`config.mk`:
```
export PLATFORM = sky130hd
export DESIGN_NAME = lsu
export DESIGN_NICKNAME = d
export VERILOG_FILES = /design/src/rtl/lsu.sv
export SDC_FILE = /design/constraint.sdc
export NUM_CORES = 2
export LEC_CHECK = 0
export ABC_AREA = 1
export BUFFER_PORTS_ARGS = -buffer_cell sky130_fd_sc_hd__buf_2
export CELL_PAD_IN_SITES_DETAIL_PLACEMENT = 0
export CELL_PAD_IN_SITES_GLOBAL_PLACEMENT = 1
export CORE_AREA = 2 2 402 404
export DETAILED_ROUTE_END_ITERATION = 10
export DIE_AREA = 0 0 404 406
export PLACE_DENSITY = 0.53
export SLEW_MARGIN = 15
export SYNTH_ARGS = -nofsm -noshare
export SYNTH_HDL_FRONTEND = slang
export SYNTH_SLANG_ARGS = --single-unit
```
`constraint.sdc`:
```
create_clock -name clk_i -period 4.5 [get_ports clk_i]
set_clock_uncertainty 0.05 [all_clocks]
set_input_delay 0.675 -clock clk_i [delete_from_list [all_inputs] [get_ports clk_i]]
set_output_delay 0.675 -clock clk_i [all_outputs]
set_load 0.02 [all_outputs]
```
`src/rtl/lsu.sv`:
```
// Load/store stage: takes one instruction from EX, performs at most one data-memory access over a
// valid/ready request channel plus a response channel, aligns load data, raises misaligned and
// access-fault traps, and registers the result for write-back.
module lsu (
    input  logic        clk_i,
    input  logic        rst_ni,
    input  logic        EX_LS_reg_execute_valid_i,
    output logic        LS_EX_ls_ready_o,
    input  logic        EX_LS_reg_load_i,
    input  logic        EX_LS_reg_store_i,
    input  logic [2:0]  EX_LS_reg_funct3_i,
    input  logic [63:0] EX_LS_reg_data_i,
    input  logic [63:0] EX_LS_reg_store_data_i,
    input  logic [63:0] EX_LS_reg_PC_i,
    input  logic [63:0] EX_LS_reg_next_PC_i,
    input  logic [31:0] EX_LS_reg_inst_i,
    input  logic [4:0]  EX_LS_reg_rd_i,
    input  logic        EX_LS_reg_dest_wen_i,
    input  logic        EX_LS_reg_trap_valid_i,
    input  logic [63:0] EX_LS_reg_trap_cause_i,
    input  logic [63:0] EX_LS_reg_trap_tval_i,
    input  logic [16:0] EX_LS_reg_misc_i,
    output logic        LS_WB_reg_ls_valid_o,
    output logic [63:0] LS_WB_reg_data_o,
    output logic [63:0] LS_WB_reg_PC_o,
    output logic [63:0] LS_WB_reg_next_PC_o,
    output logic [31:0] LS_WB_reg_inst_o,
    output logic [4:0]  LS_WB_reg_rd_o,
    output logic        LS_WB_reg_dest_wen_o,
    output logic        LS_WB_reg_trap_valid_o,
    output logic [63:0] LS_WB_reg_trap_cause_o,
    output logic [63:0] LS_WB_reg_trap_tval_o,
    output logic [16:0] LS_WB_reg_misc_o,
    input  logic        WB_LS_ls_ready_i,
    input  logic        WB_LS_flush_flag_i,
    output logic        mem_req_valid_o,
    input  logic        mem_req_ready_i,
    output logic [63:0] mem_req_addr_o,
    output logic        mem_req_wen_o,
    output logic [63:0] mem_req_wdata_o,
    output logic [7:0]  mem_req_wstrb_o,
    input  logic        mem_rsp_valid_i,
    input  logic [63:0] mem_rsp_rdata_i,
    input  logic        mem_rsp_err_i
);

    typedef enum logic [1:0] {StIdle, StReq, StWait} state_e;

    state_e      state_q;
    logic        kill_q, req_valid_q, store_q, dwen_q;
    logic [2:0]  funct3_q;
    logic [63:0] addr_q, sdata_q, pc_q, npc_q;
    logic [31:0] inst_q;
    logic [4:0]  rd_q;
    logic [16:0] misc_q;

    logic        out_valid_q, out_dwen_q, out_trap_q;
    logic [63:0] out_data_q, out_pc_q, out_npc_q, out_cause_q, out_tval_q;
    logic [31:0] out_inst_q;
    logic [4:0]  out_rd_q;
    logic [16:0] out_misc_q;

    logic        out_free, accept, is_mem, misaligned;
    logic [63:0] load_sh, load_ext;
    logic [7:0]  strb_base;

    // Handshake, alignment check, load extension and store lane placement.
    always_comb begin
        out_free   = !out_valid_q || WB_LS_ls_ready_i;
        accept     = (state_q == StIdle) && !WB_LS_flush_flag_i && out_free;
        is_mem     = EX_LS_reg_load_i || EX_LS_reg_store_i;
        misaligned = 1'b0;
        unique case (EX_LS_reg_funct3_i[1:0])
            2'd0:    misaligned = 1'b0;
            2'd1:    misaligned = EX_LS_reg_data_i[0];
            2'd2:    misaligned = |EX_LS_reg_data_i[1:0];
            default: misaligned = |EX_LS_reg_data_i[2:0];
        endcase
        load_sh  = mem_rsp_rdata_i >> {addr_q[2:0], 3'b000};
        load_ext = load_sh;
        unique case (funct3_q)
            3'b000:  load_ext = {{56{load_sh[7]}}, load_sh[7:0]};
            3'b001:  load_ext = {{48{load_sh[15]}}, load_sh[15:0]};
            3'b010:  load_ext = {{32{load_sh[31]}}, load_sh[31:0]};
            3'b100:  load_ext = {56'd0, load_sh[7:0]};
            3'b101:  load_ext = {48'd0, load_sh[15:0]};
            3'b110:  load_ext = {32'd0, load_sh[31:0]};
            default: load_ext = load_sh;
        endcase
        strb_base = 8'hFF;
        unique case (funct3_q[1:0])
            2'd0:    strb_base = 8'h01;
            2'd1:    strb_base = 8'h03;
            2'd2:    strb_base = 8'h0F;
            default: strb_base = 8'hFF;
        endcase
    end

    assign LS_EX_ls_ready_o = accept;
    assign mem_req_valid_o  = req_valid_q;
    assign mem_req_addr_o   = {addr_q[63:3], 3'b000};
    assign mem_req_wen_o    = store_q;
    assign mem_req_wdata_o  = sdata_q << {addr_q[2:0], 3'b000};
    assign mem_req_wstrb_o  = strb_base << addr_q[2:0];

    assign LS_WB_reg_ls_valid_o   = out_valid_q;
    assign LS_WB_reg_data_o       = out_data_q;
    assign LS_WB_reg_PC_o         = out_pc_q;
    assign LS_WB_reg_next_PC_o    = out_npc_q;
    assign LS_WB_reg_inst_o       = out_inst_q;
    assign LS_WB_reg_rd_o         = out_rd_q;
    assign LS_WB_reg_dest_wen_o   = out_dwen_q;
    assign LS_WB_reg_trap_valid_o = out_trap_q;
    assign LS_WB_reg_trap_cause_o = out_cause_q;
    assign LS_WB_reg_trap_tval_o  = out_tval_q;
    assign LS_WB_reg_misc_o       = out_misc_q;

    // Access FSM together with the LS/WB output register.
    always_ff @(posedge clk_i or negedge rst_ni) begin
        if (!rst_ni) begin
            state_q     <= StIdle;
            kill_q      <= 1'b0;
            req_valid_q <= 1'b0;
            store_q     <= 1'b0;
            funct3_q    <= 3'd0;
            addr_q      <= 64'd0;
            sdata_q     <= 64'd0;
            pc_q        <= 64'd0;
            npc_q       <= 64'd0;
            inst_q      <= 32'd0;
            rd_q        <= 5'd0;
            dwen_q      <= 1'b0;
            misc_q      <= 17'd0;
            out_valid_q <= 1'b0;
            out_data_q  <= 64'd0;
            out_pc_q    <= 64'd0;
            out_npc_q   <= 64'd0;
            out_inst_q  <= 32'd0;
            out_rd_q    <= 5'd0;
            out_dwen_q  <= 1'b0;
            out_trap_q  <= 1'b0;
            out_cause_q <= 64'd0;
            out_tval_q  <= 64'd0;
            out_misc_q  <= 17'd0;
        end else begin
            if (WB_LS_flush_flag_i || out_free) begin
                out_valid_q <= 1'b0;
            end
            unique case (state_q)
                StIdle: begin
                    if (accept && EX_LS_reg_execute_valid_i) begin
                        if (EX_LS_reg_trap_valid_i || !is_mem || misaligned) begin
                            out_valid_q <= 1'b1;
                            out_data_q  <= EX_LS_reg_data_i;
                            out_pc_q    <= EX_LS_reg_PC_i;
                            out_npc_q   <= EX_LS_reg_next_PC_i;
                            out_inst_q  <= EX_LS_reg_inst_i;
                            out_rd_q    <= EX_LS_reg_rd_i;
                            out_dwen_q  <= EX_LS_reg_dest_wen_i;
                            out_misc_q  <= EX_LS_reg_misc_i;
                            if (EX_LS_reg_trap_valid_i) begin
                                out_trap_q  <= 1'b1;
                                out_cause_q <= EX_LS_reg_trap_cause_i;
                                out_tval_q  <= EX_LS_reg_trap_tval_i;
                            end else if (is_mem) begin
                                out_trap_q  <= 1'b1;
                                out_cause_q <= EX_LS_reg_store_i ? 64'd6 : 64'd4;
                                out_tval_q  <= EX_LS_reg_data_i;
                            end else begin
                                out_trap_q  <= 1'b0;
                                out_cause_q <= 64'd0;
                                out_tval_q  <= 64'd0;
                            end
                        end else begin
                            // Accepting implies the output register drains this edge, so a
                            // store never has to wait for it and the request rises at once.
                            state_q     <= StReq;
                            req_valid_q <= 1'b1;
                            store_q     <= EX_LS_reg_store_i;
                            funct3_q    <= EX_LS_reg_funct3_i;
                            addr_q      <= EX_LS_reg_data_i;
                            sdata_q     <= EX_LS_reg_store_data_i;
                            pc_q        <= EX_LS_reg_PC_i;
                            npc_q       <= EX_LS_reg_next_PC_i;
                            inst_q      <= EX_LS_reg_inst_i;
                            rd_q        <= EX_LS_reg_rd_i;
                            dwen_q      <= EX_LS_reg_dest_wen_i;
                            misc_q      <= EX_LS_reg_misc_i;
                        end
                    end
                end
                StReq: begin
                    // A raised request must complete; a flush only marks it killed.
                    if (WB_LS_flush_flag_i) kill_q <= 1'b1;
                    if (mem_req_ready_i) begin
                        req_valid_q <= 1'b0;
                        state_q     <= StWait;
                    end
                end
                StWait: begin
                    if (mem_rsp_valid_i) begin
                        state_q <= StIdle;
                        kill_q  <= 1'b0;
                        // The output register is always empty here (drained at accept).
                        if (!kill_q && !WB_LS_flush_flag_i) begin
                            out_valid_q <= 1'b1;
                            out_data_q  <= store_q ? addr_q : load_ext;
                            out_pc_q    <= pc_q;
                            out_npc_q   <= npc_q;
                            out_inst_q  <= inst_q;
                            out_rd_q    <= rd_q;
                            out_dwen_q  <= dwen_q;
                            out_misc_q  <= misc_q;
                            out_trap_q  <= mem_rsp_err_i;
                            out_cause_q <= mem_rsp_err_i ? (store_q ? 64'd7 : 64'd5) : 64'd0;
                            out_tval_q  <= mem_rsp_err_i ? addr_q : 64'd0;
                        end
                    end else if (WB_LS_flush_flag_i) begin
                        kill_q <= 1'b1;
                    end
                end
                default: state_q <= StIdle;
            endcase
        end
    end

endmodule

```
==> impl_metrics.toml <==
[cts]
cts_buffers = 89
cts_setup_buffers = 0
cts_hold_buf = 1
insertion_delay_ns = 0.72
clk_pin_slew_worst_paths_ns = 0.06
cts_root_buffer = "clkbuf_16"
cts_resized = 0
cts_tree = "done"
cts_buffer_depth = 3
h-tree-depth = 3
cts_sinks = 696

[logic_synthesis]
synth_edf_count = 0
syn_inst = 4039
synth_top_area_cell = "dfrtp_1"
synthArstFlopShare_pct = 100
synth.avg_cell_area_um2 = 8.40
synth-seq-cells = 696
synth-seq-area-share_pct = 51.3
ys_types = 34
yosysWarnings = 0
synthTopCellsByArea = "dfrtp_1 (51%), nand2_1 (13%), o21ai_0 (6.4%)"
synthesis.area_mm2 = 0.0339
synth_top_cell_area_share_pct = 51.3
synth_flop_cell = "dfrtp_1"

[floorplan]
die_h_um = 406
initial_utilization_pct = 21.3
io-pin-count = 1033
core.rowCount = 147
die_w_um = 404
die_area_mm2 = 0.164
core_mm2 = 0.160

[placed_design]
port_buffers = 1029
preCtsSetupSlack_ns = 0.951
hpwl_um = 124000
routabilityCongestion = 0.894

[global_routing]
met1_usage_pct = 25.1
grtUsageMet3_pct = 5.53
first_global_vias = 31040
grt_pass1_wl_um = 233000
antenna_found_initial = 76
grt-ovfl-total = 0
grt.met2_usage_pct = 31.7
track_usage_pct = 19.5
busiest_layer = "met2"
grt_max_degree = 174

[timing]
setup_viol = 0
fmax_ghz = 0.264
rsz0062_at_grt = "false"
period_share_pct = 84.1
slew_viol_final = 0
finalHoldViolCount = 0
relSlewSlack_pct = 20.2
finalCriticalPeriod_ns = 3.78
setup_ws_ns = 0.716
tns_ns = 0
worst_slew_pin_slew_ns = 1.20

[power_and_ir_drop]
peakVddDrop_v = 0.000476
switching_share_pct = 48.0
cellLeakagePower_nw = 20.9
power.share.clock_pct = 20.1
pwr-share-comb_pct = 49.6
power_switching_mw = 17.9
power.density_mw_per_mm2 = 847
intPower_mw = 19.3
power_frac_seq_pct = 30.3

[worst_hold_path]
whs_endpoint = "sdata_q[38]$_DFFE_PN0P_"
hold_depth = 3
min_path_type = "primary input to flop"
worstHoldStart = "EX_LS_reg_store_data_i[38]"

[finish]
area_delta_synth_final_pct = 29.4
layout_common_cells = "nand2_1 (1161), buf_2 (1028), dfrtp_1 (692)"
final_common_cell = "nand2_1"
fillers = 17651
layout-drive-gt1-share_pct = 29.2
fin_util_pct = 27.5
nets = 5399

[route]
num_vias = 32114
wl_per_cell_um = 23.4
post-route-drc-count = 0
drtIter0Drc = 2558
antenna_left = 0
drt-total-wl_um = 165000
viasPerCell = 4.55
dr.pass1.iters = 5

[setup_path]
regToRegEndpoint = "LS_WB_reg_data_o[22]$_DFFE_PN0P_"
reg2reg_depth = 13
cp_max_fo = 66
arrival_ns = 3.06
cp.required_ns = 3.77
startpoint_type = "flop"
reg2reg_from = "addr_q[0]$_DFFE_PN0P_"
r2r_slack_ns = 1.24
crit_type = "flop to output port"
crit_path_end_kind = "output port"

[job]
max_cap_violations = 0

[status]
status = "finished clean"
==> power by group through the flow <==
stage | logic, mW | clock network, mW | registers (mW)
floorplan | 9.73 | 0 | 12.8
global placement | 18.6 | 0 | 11.3
detailed placement | 18.7 | 0 | 11.3
CTS | 18.7 | 7.76 | 11.3
global route | 20.2 | 7.99 | 11.7
finish | 18.4 | 7.49 | 11.3
==> registers in the layout, summed over array words and instances, names as in the netlist, 17 cells and up <==
| signal | flops |
|---|---|
| LS_WB_reg_data_o | 64 |
| LS_WB_reg_trap_tval_o | 64 |
| LS_WB_reg_trap_cause_o | 64 |
| LS_WB_reg_misc_o | 17 |
| pc_q | 64 |
| addr_q | 64 |
| npc_q | 64 |
| LS_WB_reg_PC_o | 64 |
| inst_q | 32 |
| LS_WB_reg_inst_o | 32 |
| LS_WB_reg_next_PC_o | 64 |
| misc_q | 17 |
| sdata_q | 64 |
==> cells in the mapped netlist (34+ instances only) <==
cell type / instances
buf_2: 114
mux2_2: 178
nand4_1: 34
nand2_1: 1162
dfrtp_1: 696
buf_4: 81
inv_1: 179
a21oi_1: 254
o21ai_0: 433
a31oi_1: 200
nand3_1: 110
clkbuf_1: 138
nor2_1: 302
==> layer usage <==
metal,share of wire [%],vias up,wire (um)
li1,-,15073,-
met1,42,15665,70100
met2,48,1069,78600
met3,7.3,255,12100
met4,2.6,52,4310
met5,0.20,-,327
==> stage by stage <==
| stage | hold slack (ns) | std cells | total power [mW] | area [um^2] |
|---|---|---|---|---|
| global route | 0.0771 | 7049 | 39.9 | 43900 |
| finish | 0.121 | 7060 | 37.2 | 43900 |
| global placement | 0.411 | 6871 | 29.9 | 40800 |
| detailed placement | 0.413 | 6872 | 30.1 | 40800 |
| CTS | 0.0375 | 7033 | 37.8 | 43900 |
| floorplan | 0.329 | 4041 | 22.6 | 33900 |
==> logic make-up after synthesis <==
| kind of cell | synth area share (%) |
|---|---|
| other cells | 0.0110 |
| buf+inv | 7.71 |
| simple gates | 18.8 |
| fa+ha+maj | 0.147 |
| flops | 51.3 |
| compound gates | 15.3 |
| mux | 6.79 |
==> final cells by class <==
cell class	instances	area (um^2)	area share (%)
Inverter	187	719	1.64
Antenna cell	27	67.6	0.154
Clock inverter	24	455	1.04
Tap cell	2086	2610	5.94
Clock buffer	136	2590	5.90
Sequential cell	696	17400	39.7
Multi-Input combinational cell	2793	13900	31.8
Timing Repair Buffer	1111	6100	13.9
==> worst max-delay path, stage by stage (launching register included) <==
cell	delay, ns
dfrtp_4	0.63
buf_4	0.56
o21ai_0	0.24
o21ai_0	0.53
o21ai_0	0.16
buf_2	0.21
==> how the worst max path moves through the flow <==
stage | startpoint | end | cells past startpoint
after CTS | addr_q[0]$_DFFE_PN0P_ | mem_req_wdata_o[58] | 5
after global routing | addr_q[0]$_DFFE_PN0P_ | mem_req_wdata_o[58] | 6
final | addr_q[0]$_DFFE_PN0P_ | mem_req_wdata_o[58] | 5
after floorplan | addr_q[0]$_DFFE_PN0P_ | mem_req_wdata_o[59] | 9
after global placement | addr_q[0]$_DFFE_PN0P_ | LS_WB_reg_data_o[55]$_DFFE_PN0P_ | 9
after detailed placement | EX_LS_reg_trap_valid_i | inst_q[22]$_DFFE_PN0P_ | 9
No activity file was read; power rests on OpenSTA's default activity.
